===== src/rtl/div_sched_if.sv =====
// Request and result streams of the divider scheduler: valid/ready request
// channel (dividend/denominator) and valid/ready result channel.
interface div_sched_if #(
  parameter int N = 4
);
  logic             in_valid;
  logic             in_ready;
  logic [2*N-1:0]   in_num;
  logic [N-1:0]     in_denom;
  logic             out_valid;
  logic             out_ready;
  logic [N-1:0]     out_quotient;
  logic [N-1:0]     out_remainder;
  logic             out_overflow;

  modport slave (
    input  in_valid, in_num, in_denom, out_ready,
    output in_ready, out_valid, out_quotient, out_remainder, out_overflow
  );

  modport master (
    output in_valid, in_num, in_denom, out_ready,
    input  in_ready, out_valid, out_quotient, out_remainder, out_overflow
  );
endinterface


===== src/rtl/div_sched.sv =====
// Request FIFO + issue/collect FSM in front of a sequential divider core.
// Optional DIV_ZERO_BYPASS_EN: zero denominators are answered locally without issuing.
module div_sched #(
  parameter int N     = 4,
  parameter int DEPTH = 4
) (
  input  logic                   clk,
  input  logic                   rst,
  div_sched_if.slave             bus,
  output logic [2*N-1:0]         div_num,
  output logic [N-1:0]           div_denom,
  output logic                   div_start,
  input  logic                   div_rdy,
  input  logic [N-1:0]           div_quotient,
  input  logic [N-1:0]           div_remainder,
  input  logic                   div_overflow,
  output logic [$clog2(DEPTH):0] count
);

  localparam int AW = $clog2(DEPTH);
  localparam int CW = AW + 1;

`ifdef DIV_ZERO_BYPASS_EN
  localparam bit BYPASS_EN = 1'b1;
`else
  localparam bit BYPASS_EN = 1'b0;
`endif

  typedef enum logic [1:0] {IDLE, ISSUE, WAIT, HOLD} state_t;

  state_t          state;
  logic [2*N-1:0]  num_mem   [DEPTH];
  logic [N-1:0]    denom_mem [DEPTH];
  logic [AW-1:0]   wr_ptr;
  logic [AW-1:0]   rd_ptr;
  logic            rdy_q;
  logic            full;
  logic            empty;
  logic            push;
  logic            pop;
  logic            done;
  logic            head_zero;
  logic [2*N-1:0]  head_num;
  logic [N-1:0]    head_denom;

  // Saturated quotient reported for a locally answered divide-by-zero.
  function automatic logic [N-1:0] sat_quotient();
    return {N{1'b1}};
  endfunction

  assign full         = (count == CW'(DEPTH));
  assign empty        = (count == '0);
  assign bus.in_ready = !full;
  assign push         = bus.in_valid && !full;
  assign head_num     = num_mem[rd_ptr];
  assign head_denom   = denom_mem[rd_ptr];
  assign head_zero    = BYPASS_EN && (head_denom == '0);
  assign done         = div_rdy && !rdy_q;

  // Pop decision uses occupancy at cycle start, so a fresh push is never popped same cycle.
  always_comb begin
    pop = 1'b0;
    if (!empty) begin
      if (state == IDLE)
        pop = 1'b1;
      else if (state == HOLD && bus.out_ready)
        pop = 1'b1;
    end
  end

  always_ff @(posedge clk) begin
    if (push) begin
      num_mem[wr_ptr]   <= bus.in_num;
      denom_mem[wr_ptr] <= bus.in_denom;
    end
  end

  always_ff @(posedge clk or posedge rst) begin
    if (rst) begin
      state             <= IDLE;
      wr_ptr            <= '0;
      rd_ptr            <= '0;
      count             <= '0;
      rdy_q             <= 1'b0;
      div_start         <= 1'b0;
      div_num           <= '0;
      div_denom         <= '0;
      bus.out_valid     <= 1'b0;
      bus.out_quotient  <= '0;
      bus.out_remainder <= '0;
      bus.out_overflow  <= 1'b0;
    end else begin
      rdy_q     <= div_rdy;
      div_start <= 1'b0;
      if (push)
        wr_ptr <= wr_ptr + 1'b1;
      if (pop) begin
        rd_ptr    <= rd_ptr + 1'b1;
        div_num   <= head_num;
        div_denom <= head_denom;
      end
      count <= count + CW'(push) - CW'(pop);

      case (state)
        IDLE: begin
          if (pop) begin
            if (head_zero) begin
              bus.out_quotient  <= sat_quotient();
              bus.out_remainder <= head_num[N-1:0];
              bus.out_overflow  <= 1'b1;
              bus.out_valid     <= 1'b1;
              state             <= HOLD;
            end else begin
              div_start <= 1'b1;
              state     <= ISSUE;
            end
          end
        end
        ISSUE: state <= WAIT;
        WAIT: begin
          if (done) begin
            bus.out_quotient  <= div_quotient;
            bus.out_remainder <= div_remainder;
            bus.out_overflow  <= div_overflow;
            bus.out_valid     <= 1'b1;
            state             <= HOLD;
          end
        end
        HOLD: begin
          if (bus.out_ready) begin
            bus.out_valid <= 1'b0;
            if (pop) begin
              if (head_zero) begin
                bus.out_quotient  <= sat_quotient();
                bus.out_remainder <= head_num[N-1:0];
                bus.out_overflow  <= 1'b1;
                bus.out_valid     <= 1'b1;
                state             <= HOLD;
              end else begin
                div_start <= 1'b1;
                state     <= ISSUE;
              end
            end else begin
              state <= IDLE;
            end
          end
        end
        default: state <= IDLE;
      endcase
    end
  end

endmodule


===== src/flat_wrapper.sv =====
// flat-port wrapper written by rule: the top's interface ports become plain ports
module div_sched_flat 
#(
  parameter int N     = 4,
  parameter int DEPTH = 4
)
  (clk, rst, div_num, div_denom, div_start, div_rdy, div_quotient, div_remainder, div_overflow, count, bus_in_valid, bus_in_num, bus_in_denom, bus_out_ready, bus_in_ready, bus_out_valid, bus_out_quotient, bus_out_remainder, bus_out_overflow);
  div_sched_if #(.N(N)) bus_i ();
  input  logic clk;
  input  logic rst;
  output logic [2*N-1:0] div_num;
  output logic [N-1:0] div_denom;
  output logic div_start;
  input  logic div_rdy;
  input  logic [N-1:0] div_quotient;
  input  logic [N-1:0] div_remainder;
  input  logic div_overflow;
  output logic [$clog2(DEPTH):0] count;
  input wire logic [$bits(bus_i.in_valid)-1:0] bus_in_valid;
  input wire logic [$bits(bus_i.in_num)-1:0] bus_in_num;
  input wire logic [$bits(bus_i.in_denom)-1:0] bus_in_denom;
  input wire logic [$bits(bus_i.out_ready)-1:0] bus_out_ready;
  output wire logic [$bits(bus_i.in_ready)-1:0] bus_in_ready;
  output wire logic [$bits(bus_i.out_valid)-1:0] bus_out_valid;
  output wire logic [$bits(bus_i.out_quotient)-1:0] bus_out_quotient;
  output wire logic [$bits(bus_i.out_remainder)-1:0] bus_out_remainder;
  output wire logic [$bits(bus_i.out_overflow)-1:0] bus_out_overflow;
  assign bus_i.in_valid = bus_in_valid;
  assign bus_i.in_num = bus_in_num;
  assign bus_i.in_denom = bus_in_denom;
  assign bus_i.out_ready = bus_out_ready;
  assign bus_in_ready = bus_i.in_ready;
  assign bus_out_valid = bus_i.out_valid;
  assign bus_out_quotient = bus_i.out_quotient;
  assign bus_out_remainder = bus_i.out_remainder;
  assign bus_out_overflow = bus_i.out_overflow;
  div_sched #(.N(N), .DEPTH(DEPTH)) u_core (.clk(clk), .rst(rst), .bus(bus_i), .div_num(div_num), .div_denom(div_denom), .div_start(div_start), .div_rdy(div_rdy), .div_quotient(div_quotient), .div_remainder(div_remainder), .div_overflow(div_overflow), .count(count));
endmodule

===== config.mk =====
export PLATFORM = sky130hd
export DESIGN_NAME = div_sched_flat
export DESIGN_NICKNAME = d
export VERILOG_FILES = /design/src/rtl/div_sched_if.sv /design/src/rtl/div_sched.sv /design/src/flat_wrapper.sv
export SDC_FILE = /design/constraint.sdc
export NUM_CORES = 1
export LEC_CHECK = 0
export ABC_AREA = 0
export CORE_ASPECT_RATIO = 1.2
export CORE_UTILIZATION = 36
export CTS_BUF_LIST = sky130_fd_sc_hd__clkbuf_2 sky130_fd_sc_hd__clkbuf_4 sky130_fd_sc_hd__clkbuf_8
export DETAILED_ROUTE_END_ITERATION = 7
export PLACE_DENSITY = 0.64
export RECOVER_POWER = 25
export SYNTH_ARGS = -nofsm -noshare
export SYNTH_HDL_FRONTEND = slang
export SYNTH_SLANG_ARGS = --single-unit

===== constraint.sdc =====
create_clock -name clk -period 6.6 [get_ports clk]
set_input_delay 0.66 -clock clk [delete_from_list [all_inputs] [get_ports clk]]
set_output_delay 0.66 -clock clk [all_outputs]
set_load 0.02 [all_outputs]

==> Implementation_results.wiki <==
{| class="wikitable"
! Metric !! Value
|-
| Result of the run || completed
|-
| Top cell type's share of synthesized area || 44.3%
|-
| Layout filler cell count || 772
|-
| Number of buffers created by CTS || 9
|-
| # Post-CTS Setup Buffers || 0
|-
| Post-CTS Resized || 0
|-
| Share of flip-flops with an asynchronous set or reset || 40.7%
|-
| Internal reg-to-reg setup slack || 4.29 ns
|-
| Synthesized net count || 205
|-
| Synthesized-area fraction occupied by and/or/nand/nor cells || 3.66%
|-
| Ports || 53
|-
| Number of global-route vias before repair || 1650
|-
| Power Density || 478 nW/um^2
|-
| Path depth of the worst reg2reg path || 9
|-
| Worst-skew pair later-pin latency || 0.34 ns
|-
| Data arrival time at the worst-slack endpoint || 1.67 ns
|-
| Fin worst setup slack || 4.27 ns
|-
| Post-synthesis cell type count || 33
|-
| Most instantiated library cell after synthesis || sky130_fd_sc_hd__edfxtp_1
|-
| Count of endpoints failing hold in the final timing report || 0
|-
| MaxCap Viol Count || 0
|-
| Post-detailed-placement half-perimeter wirelength || 3.40 mm
|-
| Fraction of layout instances using a drive strength above 1 || 21.8%
|-
| Path type of the worst setup path || reg2out
|-
| Average routed wire per standard cell || 14.8 um
|-
| Endpoint of the most critical register-to-register path || u_core.count[2]
|-
| Cells along the critical path || nor2_1 > nand2_1 > clkdlybuf4s50_1
|-
| Detailed-routing iteration count for the pre-antenna-repair pass || 4
|-
| Cell type with the largest total area after synthesis || sky130_fd_sc_hd__edfxtp_1
|-
| Antenna violations before repair || 0
|-
| Pin count of the biggest net entering global routing || 34
|-
| Layout overhead on the synthesized area || 26.2%
|-
| Remaining antenna violation count after routing || 0
|-
| Critical register-to-register path startpoint || u_core.state[0]
|-
| First-pass GRT wire length || 8.23 mm
|-
| Number of I/O port buffers || 52
|-
| Unrepaired setup endpoints after global routing || false
|-
| Count of endpoints failing setup in the final report || 0
|-
| Final standard cell area without fillers || 4100 sq um
|-
| Sink Count || 81
|-
| Tmin final || 2.33 ns
|-
| Top cells by count, synth || sky130_fd_sc_hd__edfxtp_1, sky130_fd_sc_hd__dfrtp_1, sky130_fd_sc_hd__mux2_2
|-
| Standard cell area after detailed placement || 3880 sq um
|-
| Sequential cell area fraction in the yosys report || 69.7%
|-
| Post-DR vias/cell || 4.65
|-
| Number of flops mapped to enable cells by yosys || 48
|-
| Count of pins over their slew limit || 0
|-
| Final period utilization || 35.3%
|-
| Compound-cell area share of the yosys netlist || 1.62%
|-
| Gate Count Post-Synth || 170
|-
| Std-Cell Rows || 37
|-
| Min-Delay Startpoint || u_core.bus.out_overflow
|-
| Via count || 1631
|-
| Top post-synthesis cells by area || sky130_fd_sc_hd__edfxtp_1, sky130_fd_sc_hd__dfrtp_1, sky130_fd_sc_hd__mux4_2
|-
| Chip Width || 88.7 um
|-
| Global route total overflow || 0
|-
| Highest attainable clock frequency || 0.430 GHz
|-
| Setup skew after layout || 0.0121 ns
|-
| Number of buffer and inverter instances along the worst setup path || 1
|-
| Number of cells on the worst hold path || 1
|-
| Average cell area after synthesis || 19.1 sq um
|-
| Height of the die || 106 um
|-
| Total of warnings raised by yosys || 0
|-
| Worst slew margin relative to its limit || 40.2%
|-
| H-tree levels || 3
|-
| Setup_tns || 0 ns
|-
| Required time of the critical path || 5.94 ns
|-
| TritonCTS clock tree || yes
|-
| Worst-path maximum fanout || 6
|-
| GRT Resource Usage Total || 12.2%
|-
| Largest delay contributor family on the critical path || buffers and inverters
|-
| Slew at the pin closest to its max-slew limit || 0.896 ns
|-
| Adder-cell share of the synthesized area || 3.70%
|-
| Capturing element type of the critical path || output port
|-
| Diodes inserted || 0
|-
| # hold bufs at CTS || 0
|-
| Peak supply drop || 0.168 mV
|-
| Dominant combinational cell family by area after synthesis || multiplexers
|-
| Total number of nets in the final design || 264
|-
| Worst path slowest cell || sky130_fd_sc_hd__clkdlybuf4s50_1
|-
| DP Worst Slack || 3.93 ns
|-
| Most instantiated flip-flop cell in the synthesis netlist || sky130_fd_sc_hd__edfxtp_1
|-
| Share of the core filled with cells || 47.4%
|-
| Placer's final routability congestion estimate || 0.690
|-
| Drt first-iter violations || 77
|-
| Combined area of all synthesized cells || 3250 sq um
|-
| Effective utilization at floorplan || 37.5%
|-
| Die Outline Area || 9420 sq um
|-
| Largest stage delay on the critical path || 0.63 ns
|-
| Share of synthesized area spent on multiplexers || 17.7%
|-
| End of the worst hold path || u_core.bus.out_overflow
|-
| Leakage power total || 0.00157 uW
|-
| Clock transition time at the flip-flop clock pins of the worst setup and hold paths || 0.08 ns
|-
| Number of register bits inferred by synthesis || 81
|-
| Xor and xnor fraction of the mapped netlist area || 1.35%
|-
| CTS max path bufs || 2
|-
| Worst Setup Start Kind || flip-flop
|-
| Hold/Removal Path Class || reg2reg
|-
| DRC errors left || 0
|-
| Wirelength, routed || 5.19 mm
|-
| CTS root buf || sky130_fd_sc_hd__clkbuf_8
|-
| Core ar. || 8660 sq um
|}
==> power breakdown <==
group	total, uW	leakage, uW	switching [uW]	internal, uW
combinational	740	0.000631	326	414
clock	394	0.000110	175	219
sequential	825	0.000830	117	708
total	1960	0.00157	617	1340
==> registers in the layout, summed over array words and instances, names as in the netlist <==
name,count
u_core.rdy_q,1
u_core.bus.out_overflow,1
u_core.count,3
u_core.bus.out_valid,1
u_core.denom_mem,16
u_core.bus.out_remainder,4
u_core.wr_ptr,2
u_core.num_mem,32
u_core.state,2
u_core.rd_ptr,2
u_core.div_num,8
u_core.div_start,1
u_core.bus.out_quotient,4
u_core.div_denom,4
==> cell usage in the layout, fill, tap and decap left out, drive strengths merged, types with 2 or more instances in the layout <==
cell	n
dfrtp	33
nand2b	2
xnor2	3
mux4	12
and3	4
clkbuf	10
bufinv	2
nor2	3
clkdlybuf4s50	39
inv	7
ha	8
dlygate4sd3	13
edfxtp	48
nor3	3
xor2	2
mux2	23
nand2	4
clkinv	3
a21oi	3
==> layout make-up <==
class | count | area (sq um) | area share (%)
clock buffer | 10 | 131 | 3.20
clock inverter | 6 | 93.8 | 2.29
inverter | 7 | 26.3 | 0.640
multi-input combinational | 77 | 910 | 22.2
sequential | 81 | 2270 | 55.3
tap | 117 | 146 | 3.57
timing repair buffer | 53 | 528 | 12.9
==> per-layer routing <==
layer / wire length [um] / track usage (%)
met1: 2270 / 14.9
met2: 2620 / 19.7
met3: 260 / 3.26
met4: 44 / 6.22
met5: 0 / 0
==> worst max-delay path by stage <==
stage / startpoint / endpoint / slack, ns / cells past startpoint
after CTS: u_core.count[1] / bus_in_ready / 4.24 / 3
after global routing: u_core.state[0] / u_core.count[2] / 4.14 / 9
final: u_core.count[1] / bus_in_ready / 4.27 / 3
after floorplan: u_core.state[0] / u_core.count[2] / 4.48 / 9
after detailed placement: bus_out_ready / u_core.count[2] / 3.93 / 8
after global placement: bus_out_ready / u_core.count[2] / 3.96 / 8
==> metrics by stage <==
| step | std cells | hold WS, ns | total power, uW |
|---|---|---|---|
| finish | 351 | 0.505 | 1960 |
| detailed placement | 335 | 0.492 | 1600 |
| global route | 351 | 0.520 | 2080 |
| floorplan | 170 | 0.534 | 1340 |
| global placement | 335 | 0.488 | 1580 |
| CTS | 351 | 0.510 | 1990 |
==> logic make-up (layout without fill, tap and decap cells) <==
family	count (synthesis)	after routing
flip-flops	81	81
XOR/XNOR	5	5
adder cells (fa/ha/maj)	9	9
multiplexers	35	35
AND/OR/NAND/NOR	20	20
buffers and inverters	12	76
AO/OA/AOI/OAI	8	8
==> worst register-to-register path: stages (launching register included) <==
cell	delay, ns
sky130_fd_sc_hd__dfrtp_1	0.38
sky130_fd_sc_hd__inv_1	0.10
sky130_fd_sc_hd__ha_1	0.27
sky130_fd_sc_hd__a21oi_1	0.31
sky130_fd_sc_hd__or3_1	0.21
sky130_fd_sc_hd__nand2_1	0.07
sky130_fd_sc_hd__ha_1	0.19
sky130_fd_sc_hd__fa_1	0.38
sky130_fd_sc_hd__xor2_1	0.16
sky130_fd_sc_hd__xnor2_1	0.13
No activity file was read; power rests on OpenSTA's default activity.
